**config.mk**
```make
export PLATFORM = sky130hd
export DESIGN_NAME = ras_ckpt_flat
export DESIGN_NICKNAME = d
export VERILOG_FILES = /design/src/rtl/ras_ckpt_if.sv /design/src/rtl/ras_ckpt.sv /design/src/flat_wrapper.sv
export SDC_FILE = /design/constraint.sdc
export NUM_CORES = 1
export LEC_CHECK = 0
export BUFFER_PORTS_ARGS = -buffer_cell sky130_fd_sc_hd__buf_2
export CAP_MARGIN = 10
export CORE_MARGIN = 2
export CORE_UTILIZATION = 40
export CTS_CLUSTER_DIAMETER = 120
export CTS_CLUSTER_SIZE = 24
export DETAILED_ROUTE_END_ITERATION = 12
export SETUP_SLACK_MARGIN = 0.02
export SLEW_MARGIN = 10
export SYNTH_ARGS = -nofsm -noshare
export SYNTH_HDL_FRONTEND = slang
export SYNTH_SLANG_ARGS = --single-unit
```
**constraint.sdc**
```tcl
create_clock -name clk_i -period 7 [get_ports clk_i]
set_input_delay 0.7 -clock clk_i [delete_from_list [all_inputs] [get_ports clk_i]]
set_output_delay 0.7 -clock clk_i [all_outputs]
set_load 0.01 [all_outputs]
```
**src/rtl/ras_ckpt_if.sv**
```systemverilog
// ras_ckpt_if: request/response bundle of the checkpointed return-address stack
//   master drives flush/push/pop/data and save/restore requests,
//   slave returns top_o, top_valid_o, count_o, overflow_o, underflow_o.
interface ras_ckpt_if #(
    parameter int XLEN    = 32,
    parameter int DEPTH   = 2,
    parameter int NR_CKPT = 2
);
    logic                       flush_i;
    logic                       push_i;
    logic                       pop_i;
    logic [XLEN-1:0]            data_i;
    logic                       ckpt_save_i;
    logic [$clog2(NR_CKPT)-1:0] ckpt_save_id_i;
    logic                       ckpt_restore_i;
    logic [$clog2(NR_CKPT)-1:0] ckpt_restore_id_i;
    logic [XLEN-1:0]            top_o;
    logic                       top_valid_o;
    logic [$clog2(DEPTH):0]     count_o;
    logic                       overflow_o;
    logic                       underflow_o;

    modport master (
        output flush_i, push_i, pop_i, data_i,
        output ckpt_save_i, ckpt_save_id_i, ckpt_restore_i, ckpt_restore_id_i,
        input  top_o, top_valid_o, count_o, overflow_o, underflow_o
    );

    modport slave (
        input  flush_i, push_i, pop_i, data_i,
        input  ckpt_save_i, ckpt_save_id_i, ckpt_restore_i, ckpt_restore_id_i,
        output top_o, top_valid_o, count_o, overflow_o, underflow_o
    );
endinterface

```
**src/rtl/ras_ckpt.sv**
```systemverilog
// ras_ckpt: circular return-address stack with checkpoint save/restore
//   clk_i, rst_i : clock, synchronous active-high reset
//   bus (slave)  : flush/push/pop/data requests, save/restore slot requests,
//                  top_o/top_valid_o/count_o from registers, overflow_o/underflow_o pulses
module ras_ckpt #(
    parameter int XLEN    = 32,
    parameter int DEPTH   = 2,
    parameter int NR_CKPT = 2
) (
    input  logic         clk_i,
    input  logic         rst_i,
    ras_ckpt_if.slave    bus
);
    localparam int AW = $clog2(DEPTH);
    localparam int CW = AW + 1;
    localparam logic [CW-1:0] FULL = CW'(DEPTH);

    logic [AW-1:0]   r_tos;
    logic [CW-1:0]   r_cnt;
    logic [XLEN-1:0] r_mem    [DEPTH];
    logic [AW-1:0]   r_ck_tos [NR_CKPT];
    logic [CW-1:0]   r_ck_cnt [NR_CKPT];
    logic [XLEN-1:0] r_ck_top [NR_CKPT];
    logic            r_ovf;
    logic            r_udf;

    logic [AW-1:0]   w_tos_n;
    logic [CW-1:0]   w_cnt_n;
    logic            w_we;
    logic [AW-1:0]   w_wa;
    logic [XLEN-1:0] w_wd;
    logic            w_ovf_n;
    logic            w_udf_n;
    logic [XLEN-1:0] w_top_n;
    logic            w_rs_ok;
    logic            w_sv_ok;

    // ids beyond NR_CKPT only exist when NR_CKPT is not a power of two
    assign w_rs_ok = bus.ckpt_restore_i && (32'(bus.ckpt_restore_id_i) < NR_CKPT);
    assign w_sv_ok = bus.ckpt_save_i && (32'(bus.ckpt_save_id_i) < NR_CKPT);

    always_comb begin
        w_tos_n = r_tos;
        w_cnt_n = r_cnt;
        w_we    = 1'b0;
        w_wa    = r_tos;
        w_wd    = bus.data_i;
        w_ovf_n = 1'b0;
        w_udf_n = 1'b0;
        if (bus.flush_i) begin
            w_tos_n = '0;
            w_cnt_n = '0;
        end else if (w_rs_ok) begin
            // rewriting the saved top undoes a speculative push that clobbered it
            w_tos_n = r_ck_tos[bus.ckpt_restore_id_i];
            w_cnt_n = r_ck_cnt[bus.ckpt_restore_id_i];
            w_we    = 1'b1;
            w_wa    = r_ck_tos[bus.ckpt_restore_id_i];
            w_wd    = r_ck_top[bus.ckpt_restore_id_i];
        end else if (bus.push_i && bus.pop_i) begin
            w_we    = 1'b1;
            w_cnt_n = (r_cnt == '0) ? CW'(1) : r_cnt;
        end else if (bus.push_i) begin
            w_tos_n = r_tos + AW'(1);
            w_we    = 1'b1;
            w_wa    = r_tos + AW'(1);
            w_cnt_n = (r_cnt == FULL) ? r_cnt : r_cnt + CW'(1);
            w_ovf_n = (r_cnt == FULL);
        end else if (bus.pop_i) begin
            w_tos_n = (r_cnt != '0) ? r_tos - AW'(1) : r_tos;
            w_cnt_n = (r_cnt != '0) ? r_cnt - CW'(1) : r_cnt;
            w_udf_n = (r_cnt == '0);
        end
    end

    // a save sees this cycle's write, forwarded when it lands on the new top
    assign w_top_n = (w_we && w_wa == w_tos_n) ? w_wd : r_mem[w_tos_n];

    always_ff @(posedge clk_i) begin
        if (rst_i) begin
            r_tos <= '0;
            r_cnt <= '0;
            r_ovf <= 1'b0;
            r_udf <= 1'b0;
            for (int i = 0; i < DEPTH; i++) r_mem[i] <= '0;
            for (int i = 0; i < NR_CKPT; i++) begin
                r_ck_tos[i] <= '0;
                r_ck_cnt[i] <= '0;
                r_ck_top[i] <= '0;
            end
        end else begin
            r_tos <= w_tos_n;
            r_cnt <= w_cnt_n;
            r_ovf <= w_ovf_n;
            r_udf <= w_udf_n;
            if (w_we) r_mem[w_wa] <= w_wd;
            if (w_sv_ok) begin
                r_ck_tos[bus.ckpt_save_id_i] <= w_tos_n;
                r_ck_cnt[bus.ckpt_save_id_i] <= w_cnt_n;
                r_ck_top[bus.ckpt_save_id_i] <= w_top_n;
            end
        end
    end

    assign bus.top_o       = r_mem[r_tos];
    assign bus.top_valid_o = (r_cnt != '0);
    assign bus.count_o     = r_cnt;
    assign bus.overflow_o  = r_ovf;
    assign bus.underflow_o = r_udf;
endmodule
```
**src/flat_wrapper.sv**
```systemverilog
// flat-port wrapper written by rule: the top's interface ports become plain ports
module ras_ckpt_flat 
#(
    parameter int XLEN    = 32,
    parameter int DEPTH   = 2,
    parameter int NR_CKPT = 2
)
  (clk_i, rst_i, bus_flush_i, bus_push_i, bus_pop_i, bus_data_i, bus_ckpt_save_i, bus_ckpt_save_id_i, bus_ckpt_restore_i, bus_ckpt_restore_id_i, bus_top_o, bus_top_valid_o, bus_count_o, bus_overflow_o, bus_underflow_o);
  ras_ckpt_if #(.XLEN(XLEN), .DEPTH(DEPTH), .NR_CKPT(NR_CKPT)) bus_i ();
  input  logic clk_i;
  input  logic rst_i;
  input wire logic [$bits(bus_i.flush_i)-1:0] bus_flush_i;
  input wire logic [$bits(bus_i.push_i)-1:0] bus_push_i;
  input wire logic [$bits(bus_i.pop_i)-1:0] bus_pop_i;
  input wire logic [$bits(bus_i.data_i)-1:0] bus_data_i;
  input wire logic [$bits(bus_i.ckpt_save_i)-1:0] bus_ckpt_save_i;
  input wire logic [$bits(bus_i.ckpt_save_id_i)-1:0] bus_ckpt_save_id_i;
  input wire logic [$bits(bus_i.ckpt_restore_i)-1:0] bus_ckpt_restore_i;
  input wire logic [$bits(bus_i.ckpt_restore_id_i)-1:0] bus_ckpt_restore_id_i;
  output wire logic [$bits(bus_i.top_o)-1:0] bus_top_o;
  output wire logic [$bits(bus_i.top_valid_o)-1:0] bus_top_valid_o;
  output wire logic [$bits(bus_i.count_o)-1:0] bus_count_o;
  output wire logic [$bits(bus_i.overflow_o)-1:0] bus_overflow_o;
  output wire logic [$bits(bus_i.underflow_o)-1:0] bus_underflow_o;
  assign bus_i.flush_i = bus_flush_i;
  assign bus_i.push_i = bus_push_i;
  assign bus_i.pop_i = bus_pop_i;
  assign bus_i.data_i = bus_data_i;
  assign bus_i.ckpt_save_i = bus_ckpt_save_i;
  assign bus_i.ckpt_save_id_i = bus_ckpt_save_id_i;
  assign bus_i.ckpt_restore_i = bus_ckpt_restore_i;
  assign bus_i.ckpt_restore_id_i = bus_ckpt_restore_id_i;
  assign bus_top_o = bus_i.top_o;
  assign bus_top_valid_o = bus_i.top_valid_o;
  assign bus_count_o = bus_i.count_o;
  assign bus_overflow_o = bus_i.overflow_o;
  assign bus_underflow_o = bus_i.underflow_o;
  ras_ckpt #(.XLEN(XLEN), .DEPTH(DEPTH), .NR_CKPT(NR_CKPT)) u_core (.clk_i(clk_i), .rst_i(rst_i), .bus(bus_i));
endmodule
```
### Word-level counts from Yosys, hierarchy flattened

Memories as Yosys holds them, arrays and structs flattened. A register that Yosys moved wholly into a read port is not among the register bits.
Cells that the tools add are included.

| storage, ports and cells | value |
|---|---|
| register bits after elaboration | 5 |
| memory bits (writable) | 134 |
| input bits | 41 |
| output and inout bits | 37 |
| logic and storage cells | 72 |
| memories kept | 4 |

| operators by class | value |
|---|---|
| add/sub/neg operators | 4 |
| eq/ne operators | 2 |
| mux-type cells | 46 |
| bitwise logic cells | 2 |
| reduce and logical (&&, ||, !) cells | 10 |

Memories:

| name | depth | bits a word | read ports | clocked after Yosys merged registers in | write ports | line | source |
|---|---|---|---|---|---|---|---|
| u_core.r_ck_top | 2 | 32 | 1 | 0 | 2 | ras_ckpt.sv:23 | `logic [XLEN-1:0] r_ck_top [NR_CKPT];` |
| u_core.r_mem | 2 | 32 | 2 | 1 | 2 | ras_ckpt.sv:20 | `logic [XLEN-1:0] r_mem [DEPTH];` |
| u_core.r_ck_cnt | 2 | 2 | 1 | 0 | 2 | ras_ckpt.sv:22 | `logic [CW-1:0] r_ck_cnt [NR_CKPT];` |
| u_core.r_ck_tos | 2 | 1 | 1 | 0 | 2 | ras_ckpt.sv:21 | `logic [AW-1:0] r_ck_tos [NR_CKPT];` |

Operators by type and width:

| operator | count |
|---|---|
| $mux W32 | 5 |
| $reduce_or A32 Y1 | 2 |
| $mux W1 | 32 |
| $mux W2 | 9 |
| $reduce_or A6 Y1 | 1 |
| $reduce_or A5 Y1 | 1 |
| $add A2 B1 Y2 const B | 1 |
| $eq A2 B2 Y1 const B | 1 |
| $logic_and A1 B1 Y1 | 2 |
| $logic_not A2 Y1 | 1 |
| $not A1 Y1 | 2 |
| $reduce_bool A2 Y1 | 1 |
| $reduce_or A2 Y1 | 1 |
| $sub A2 B1 Y2 const B | 1 |
| $add A1 B1 Y1 const B | 1 |
| $eq A1 B1 Y1 | 1 |
| $reduce_or A1 Y1 | 1 |
| $sub A1 B1 Y1 const B | 1 |

### Logic depth before layout (Yosys ltp)

Gate-level depths: netlist of the first run.

| depth | value |
|---|---|
| depth after elaboration | 11 |
| gate-level depth with buffers | 8 |
| depth with buffers taken out | 6 |

### Least setup slack after synthesis of the first run

Ideal clock, no wire load.

| timing path | value |
|---|---|
| kind | input port to flip-flop |
| from | input bus_push_i |
| to | memory u_core.r_mem[1][0], enable pin |
| setup time | 0.428 ns |
| data arrival time | 3.313 ns |
| required time | 6.572 ns |
| setup slack | 3.259 ns |
| stages on the path | 6 |
| buffers on the path | 2 |
| cell sequence | buf_2 > nor2b_1 > a2111o_1 > o211a_2 > buf_6 > o21bai_1 |

RTL lines:

| item | line | source |
|---|---|---|
| from (decl) | flat_wrapper.sv:13 | `input wire logic [$bits(bus_i.push_i)-1:0] bus_push_i;` |
| to (decl) | ras_ckpt.sv:20 |  |

==> key figures, run 1 <==
Pwr
  • PD cells: 248 nW/µm²
  • Leakage dissipation: roughly 3.5 nW
  • Worst vdd ir: 0.179 mV
  • PnR Total Power: 2.27 mW

Setup path
  • Worst Path Required: 7.14 ns
  • Worst Path Buf+Inv: 4
  • Critical path arrival: 3.65 ns
  • RR Startpoint: u_core.r_tos$_SDFF_PP0_
  • Type of origin of the critical path: input pin
  • Critical path peak fanout: 35
  • Top cell by count, worst path: buf_4
  • CP max-delay cell: o211a_2
  • Critical path's top delay family: buffers and inverters
  • Type of destination of the critical path: register
  • Worst path cell trace: buf_2, buf_4, mux2i_1, a21o_1, buf_4, o211a_2, o21bai_2, buf_4
  • Crit path kind: input pin to register
  • CP peak stage delay: 0.98 ns
  • Worst setup startpoint: bus_ckpt_restore_id_i

Timing
  • Hold Fails Final Rpt: 0
  • RSZ-0062 raised after global routing: no
  • Least-Margin Pin Slew: 1.11 ns
  • Tcrit/Tclk final: 0.502
  • Final slew viol count: 0
  • Clock Skew: 0.00747 ns
  • Max-Slew Margin vs Limit: 0.262
  • Fmax: between 200 and 300 MHz
  • Period minus WS final: between 3 and 4 ns
  • Setup violations, final: 0
  • Setup TNS: 0 ns

Finish
  • Most common cell after layout, fill and taps aside: edfxtp_1
  • Area grow syn2layout: 15.1%
  • Final core utilization: 0.470
  • Fin nets: 810
  • N_diodes: 0
  • Most frequent cells in the layout: 134 x edfxtp_1, 97 x a21oi_1, 77 x buf_2
  • Layout cells sized above 1: 0.256

Synthesis
  • Post-Syn Nets: 767
  • Sequential share of the synthesized area: 0.519
  • Synth cell types: 39
  • FFs w/ async S/R, synth: 0
  • Post-Synthesis Cell Area: between 7000 and 8000 µm²
  • Yosys reg bits: 139
  • Top FF cell, synth: edfxtp_1
  • Post-synth EDFFs: 134
  • Synthesized instance count: 721
  • Post-Syn Area per Cell: 11.0 µm²
  • Yosys warning total: 0

Min path
  • Min-delay src: rst_i
  • Min-delay worst type: input pin to register

Die
  • Initial Utilization: 0.409
  • Die Span Y: ~150 µm
  • Row Count: between 50 and 60
  • Die area: around 21000 µm²
  • I/O pin total: 78
  • Core area: 19500 µm²
  • DIE WIDTH: 145 µm

CTS
  • Clk buf depth: 2
  • Worst skew pair latency: 0.43 ns
  • Clk sinks: between 100 and 150
  • Worst-path clk slew: about 0.060 ns
  • TritonCTS clock tree: built
  • H-tree levels: 4
  • CTS Buf Count: 17
  • Post-cts hold buffer count: 0
  • CTS Root Cell: clkbuf_16
  • Setup Buffers After CTS: 0
  • PostCTS Resize Cnt: 0

GRT
  • Antenna violations before repair: 0
  • GR Overflow Total: 0
  • Global-route wire length before repair: 32700 µm
  • Largest net degree at the start of global routing: 97
  • Vias in the first global route: between 6k and 7k
  • Global Route Usage Sum: 0.198

Flow run
  • Max-Cap Viols: 0

Routing
  • Vias: 6009
  • DRC: 0
  • Vias/cell: 5.77
  • DRT Wirelength: 20800 µm
  • Post-DRT Antenna Nets: 0
  • Initial DRC count: around 530
  • Detailed Routing Iterations Pass 1: 5
  • Avg WL per Cell: 20.0 µm

Place
  • GP Congestion: 0.778
  • Dpl hpwl: around 12000 µm
  • Number of port buffers: 77

Status
  • Status: finished, final reports clean
[metal layers]
metal,share of wire,global-route usage
met2,0.48,0.320
met4,0.018,0.0797
met1,0.44,0.261
met5,0,0
met3,0.062,0.0412
[stage by stage]
step / instances / cell area, µm² / hold WS [ns] / worst slack (ns)
2_1_floorplan: 721 / 7950 / 0.613 / 3.26
3_3_place_gp: 1010 / 8530 / 0.627 / 3.14
3_5_place_dp: 1010 / 8530 / 0.648 / 3.05
4_1_cts: 1041 / 9160 / 0.583 / 3.50
5_1_grt: 1041 / 9160 / 0.603 / 3.25
6_report: 1041 / 9160 / 0.599 / 3.48
[path summary, 6_finish.rpt]
check / endpoint / slack (ns) / cells after the start
worst min-delay path: u_core.bus.count_o[1]$_SDFF_PP0_ / 0.60 / 2
worst max-delay path: u_core.r_mem[1][4]$_SDFFCE_PN0P_ / 3.48 / 8
worst min register to register: u_core.r_ck_top[1][0]$_SDFFCE_PN0P_ / 0.67 / 2
worst max register to register: u_core.r_mem[1][4]$_SDFFCE_PN0P_ / 3.92 / 5
[sequential cells by signal (all words and copies together) (netlist names)]
name,cells
u_core.bus.count_o,2
u_core.bus.overflow_o,1
u_core.r_tos,1
u_core.r_mem,64
u_core.r_ck_tos,2
u_core.r_ck_cnt,4
u_core.bus.underflow_o,1
u_core.r_ck_top,64
[synth_stat cells (3+ instances only)]
library cell    n  area [µm²]
nor2_1         44         165
nand2b_1        4        25.0
a41oi_1        32         280
a21oi_1        98         490
dfxtp_1         5         100
o31ai_1        32         240
nor3_2         29         290
buf_6           3        33.8
nor3_1         35         175
mux2_2         32         360
inv_1          39         146
ha_1            5        62.6
mux2i_1        67         671
buf_1           4        15.0
clkbuf_1       28         105
o21ai_0        65         325
nor2b_1         3        18.8
buf_4           4        30.0
buf_2          31         155
edfxtp_1      134        4020
nand2_1         3        11.3
[area by class of cell]
type                    count  area, µm²
inverters                  39        146
multi-input cells         473       3410
clock inverters            14        203
repair buffers             94        513
clock buffers              17        425
fillers                  1751      10300
flip-flops and latches    139       4130
well taps                 265        332
[power breakdown]
group	total, mW	switching, mW	internal [mW]
registers	0.993	0.0239	0.969
logic	0.308	0.206	0.102
clock network	0.971	0.346	0.624
[logic make-up (layout without fill, tap and decap cells)]
| kind of cell | count (synthesis) | count (layout) | synth area share |
|---|---|---|---|
| fa+ha+maj | 5 | 5 | 0.00787 |
| mux | 101 | 101 | 0.135 |
| flops | 139 | 139 | 0.519 |
| simple gates | 129 | 129 | 0.0975 |
| compound gates | 238 | 238 | 0.180 |
| buf+inv | 109 | 164 | 0.0610 |
No activity file was read; power rests on OpenSTA's default activity.
==> run 2, diff against run 1 <==
Clock period 7 ns to 3.1 ns, I/O delays scaled along.
==> run 2 against run 1 <==
Against the previous run: sequential power up 120%; non-clock buffer count rose by 5; die area unchanged; core utilization rose by 0.28 points; final cell count is 0.58% higher; total power rose by 130%; highest routed layer unchanged.
==> key figures, run 2 (same netlist as run 1, synthesis figures left out) <==
Routing
  • Initial DRC count: 618 (was 528)
  • Vias: 6258 (was 6009)
  • Post-DRT Antenna Nets: 0 (unchanged)
  • DRT Wirelength: 22800 µm (was 20800 µm)
  • Vias/cell: 5.98 (was 5.77)
  • Avg WL per Cell: 21.8 µm (was 20.0 µm)
  • Detailed Routing Iterations Pass 1: 5 (unchanged)
  • DRC: 0 (unchanged)

CTS
  • Worst-path clk slew: 0.06 ns (about the same)
  • Clk buf depth: 2 (unchanged)
  • Worst skew pair latency: 0.43 ns (about the same)
  • Clk sinks: 139 (unchanged)
  • H-tree levels: 4 (unchanged)
  • CTS Buf Count: 17 (unchanged)
  • CTS Root Cell: clkbuf_16 (unchanged)
  • TritonCTS clock tree: built (unchanged)
  • PostCTS Resize Cnt: 0 (unchanged)
  • Post-cts hold buffer count: 0 (unchanged)
  • Setup Buffers After CTS: 0 (unchanged)

Finish
  • Fin nets: 815 (was 810)
  • Most common cell after layout, fill and taps aside: edfxtp_1 (unchanged)
  • Most frequent cells in the layout: 134 x edfxtp_1, 97 x a21oi_1, 77 x buf_2 (unchanged)
  • Final Cell Area: 9210 µm² (was 9160 µm²)
  • N_diodes: 0 (unchanged)
  • Layout cells sized above 1: 0.263 (was 0.256)
  • Area grow syn2layout: 15.8% (was 15.1%)
  • Largest registers: u_core.r_ck_top: 64 flops, u_core.r_mem: 64 flops, u_core.r_ck_cnt: 4 flops (unchanged)
  • Number of fill cells: 1819 (was 1751)

Pwr
  • Clock share of power: 0.425 (was 0.427)
  • Part of the power in combinational logic: 0.142 (was 0.136)
  • Pint: 3.84 mW (was 1.70 mW)
  • PD cells: 560 nW/µm² (was 248 nW/µm²)
  • Seq pwr share: 0.433 (was 0.437)
  • Worst vdd ir: 0.420 mV (was 0.179 mV)
  • Leakage dissipation: 3.54 nW (was 3.50 nW)
  • Sw power: 1.31 mW (was 0.576 mW)
  • Switching share of power: 0.254 (about the same)

Setup path
  • Type of origin of the critical path: register (was input pin)
  • Type of destination of the critical path: register (unchanged)
  • R2r worst-path depth: 6 (was 5)
  • Worst Path Required: 3.25 ns (was 7.14 ns)
  • R2R setup slack: 0.50 ns (was 3.92 ns)
  • Crit path kind: register to register (was input pin to register)
  • R2R Path End: u_core.r_ck_top[0][26]$_SDFFCE_PN0P_ (was u_core.r_mem[1][4]$_SDFFCE_PN0P_)
  • RR Startpoint: u_core.bus.count_o[1]$_SDFF_PP0_ (was u_core.r_tos$_SDFF_PP0_)
  • Critical path peak fanout: 33 (was 35)
  • Critical path arrival: 2.75 ns (was 3.65 ns)

Die
  • Die Span Y: 145 µm (unchanged)
  • Core area: 19500 µm² (unchanged)
  • DIE WIDTH: 145 µm (unchanged)
  • Row Count: 51 (unchanged)
  • I/O pin total: 78 (unchanged)
  • Die area: 21000 µm² (unchanged)
  • Initial Utilization: 0.409 (unchanged)

Place
  • Dpl hpwl: 12600 µm (was 12500 µm)
  • GP Congestion: 0.765 (was 0.778)
  • Worst slack, placed: 0.527 ns (was 3.05 ns)
  • Placed inst area: 8580 µm² (was 8530 µm²)
  • Number of port buffers: 77 (unchanged)

Timing
  • Setup TNS: 0 ns (unchanged)
  • Final slew viol count: 0 (unchanged)
  • Worst Setup Slack, final: 0.504 ns (was 3.48 ns)
  • Hold Fails Final Rpt: 0 (unchanged)
  • RSZ-0062 raised after global routing: no (unchanged)
  • Max-Slew Margin vs Limit: 0.212 (was 0.262)
  • Tcrit/Tclk final: 0.837
  • Clock Skew: 0.00689 ns (was 0.00747 ns)
  • Min Hold Slack: 0.211 ns (was 0.599 ns)
  • Least-Margin Pin Slew: 1.18 ns (was 1.11 ns)
  • Period minus WS final: 2.60 ns
  • Fmax: 385 MHz
  • Setup violations, final: 0 (unchanged)

GRT
  • Global-route wire length before repair: 34900 µm (was 32700 µm)
  • Met3 Usage GRT: 0.0456 (was 0.0412)
  • Global Route Usage Sum: 0.214 (was 0.198)
  • Met1 GRT Util: 0.265 (was 0.261)
  • Largest net degree at the start of global routing: 65 (was 97)
  • Top Usage Layer GRT: met2 (unchanged)
  • Vias in the first global route: 6481 (was 6164)
  • Grt met2 use: 0.362 (was 0.320)
  • Antenna violations before repair: 0 (unchanged)
  • GR Overflow Total: 0 (unchanged)

Status
  • Status: finished, final reports clean (unchanged)

Flow run
  • Max-Cap Viols: 0 (unchanged)

Min path
  • Min-delay src: rst_i (unchanged)
  • Min-delay worst type: input pin to register (unchanged)
  • Worst hold endpoint: u_core.bus.count_o[0]$_SDFF_PP0_ (was u_core.bus.count_o[1]$_SDFF_PP0_)
  • Worst Hold Depth: 2 (unchanged)
==> run 2: per-stage QoR <==
step | total power [mW] | utilization | cells
final | 5.15 | 0.473 | 1047
after global routing | 5.32 | 0.473 | 1047
after CTS | 5.17 | 0.473 | 1047
after detailed placement | 3.00 | 0.441 | 1015
after global placement | 2.97 | 0.441 | 1015
after floorplan | 2.74 | - | 721
==> run 2: per-layer routing <==
layer	share of wire	wire [µm]	vias up
met3	0.078	1790	39
met5	0	0	-
met1	0.40	9130	3058
met4	0.022	497	0
met2	0.50	11400	311
li1	-	-	2850
==> run 2: worst max-delay path by stage <==
stage	slack (ns)	from	endpoint	cells past startpoint
floorplan	0.43	bus_push_i	u_core.r_mem[1][0]$_SDFFCE_PN0P_	6
global placement	0.64	u_core.bus.count_o[1]$_SDFF_PP0_	u_core.r_ck_top[1][8]$_SDFFCE_PN0P_	6
detailed placement	0.53	u_core.bus.count_o[1]$_SDFF_PP0_	u_core.r_ck_top[0][26]$_SDFFCE_PN0P_	6
CTS	0.51	u_core.bus.count_o[1]$_SDFF_PP0_	u_core.r_ck_top[0][26]$_SDFFCE_PN0P_	6
global route	0.35	u_core.bus.count_o[1]$_SDFF_PP0_	u_core.r_ck_top[1][30]$_SDFFCE_PN0P_	6
finish	0.50	u_core.bus.count_o[1]$_SDFF_PP0_	u_core.r_ck_top[0][26]$_SDFFCE_PN0P_	6
==> run 2: critical path, stage by stage (launching register included) <==
cell	delay, ns
dfxtp_1	0.42
inv_1	0.09
ha_1	0.24
nor3b_1	0.57
o21ai_4	0.45
a41oi_1	0.43
a21oi_1	0.13
==> run 2: final cells by class <==
cell class                 count  area, µm²  share of cell area
sequential                   139       4130               0.448
inverter                      39        146              0.0159
timing repair buffer          99        563              0.0611
tap                          265        332              0.0360
multi-input combinational    473       3410               0.370
clock inverter                13        199              0.0216
clock buffer                  19        433              0.0470
==> run 2: power by group through the flow <==
| stage | logic (mW) | registers (mW) | clock network [mW] |
|---|---|---|---|
| after floorplan | 0.485 | 2.26 | 0 |
| after global placement | 0.711 | 2.26 | 0 |
| after detailed placement | 0.729 | 2.27 | 0 |
| after CTS | 0.731 | 2.23 | 2.21 |
| after global routing | 0.792 | 2.24 | 2.29 |
| final | 0.731 | 2.23 | 2.19 |
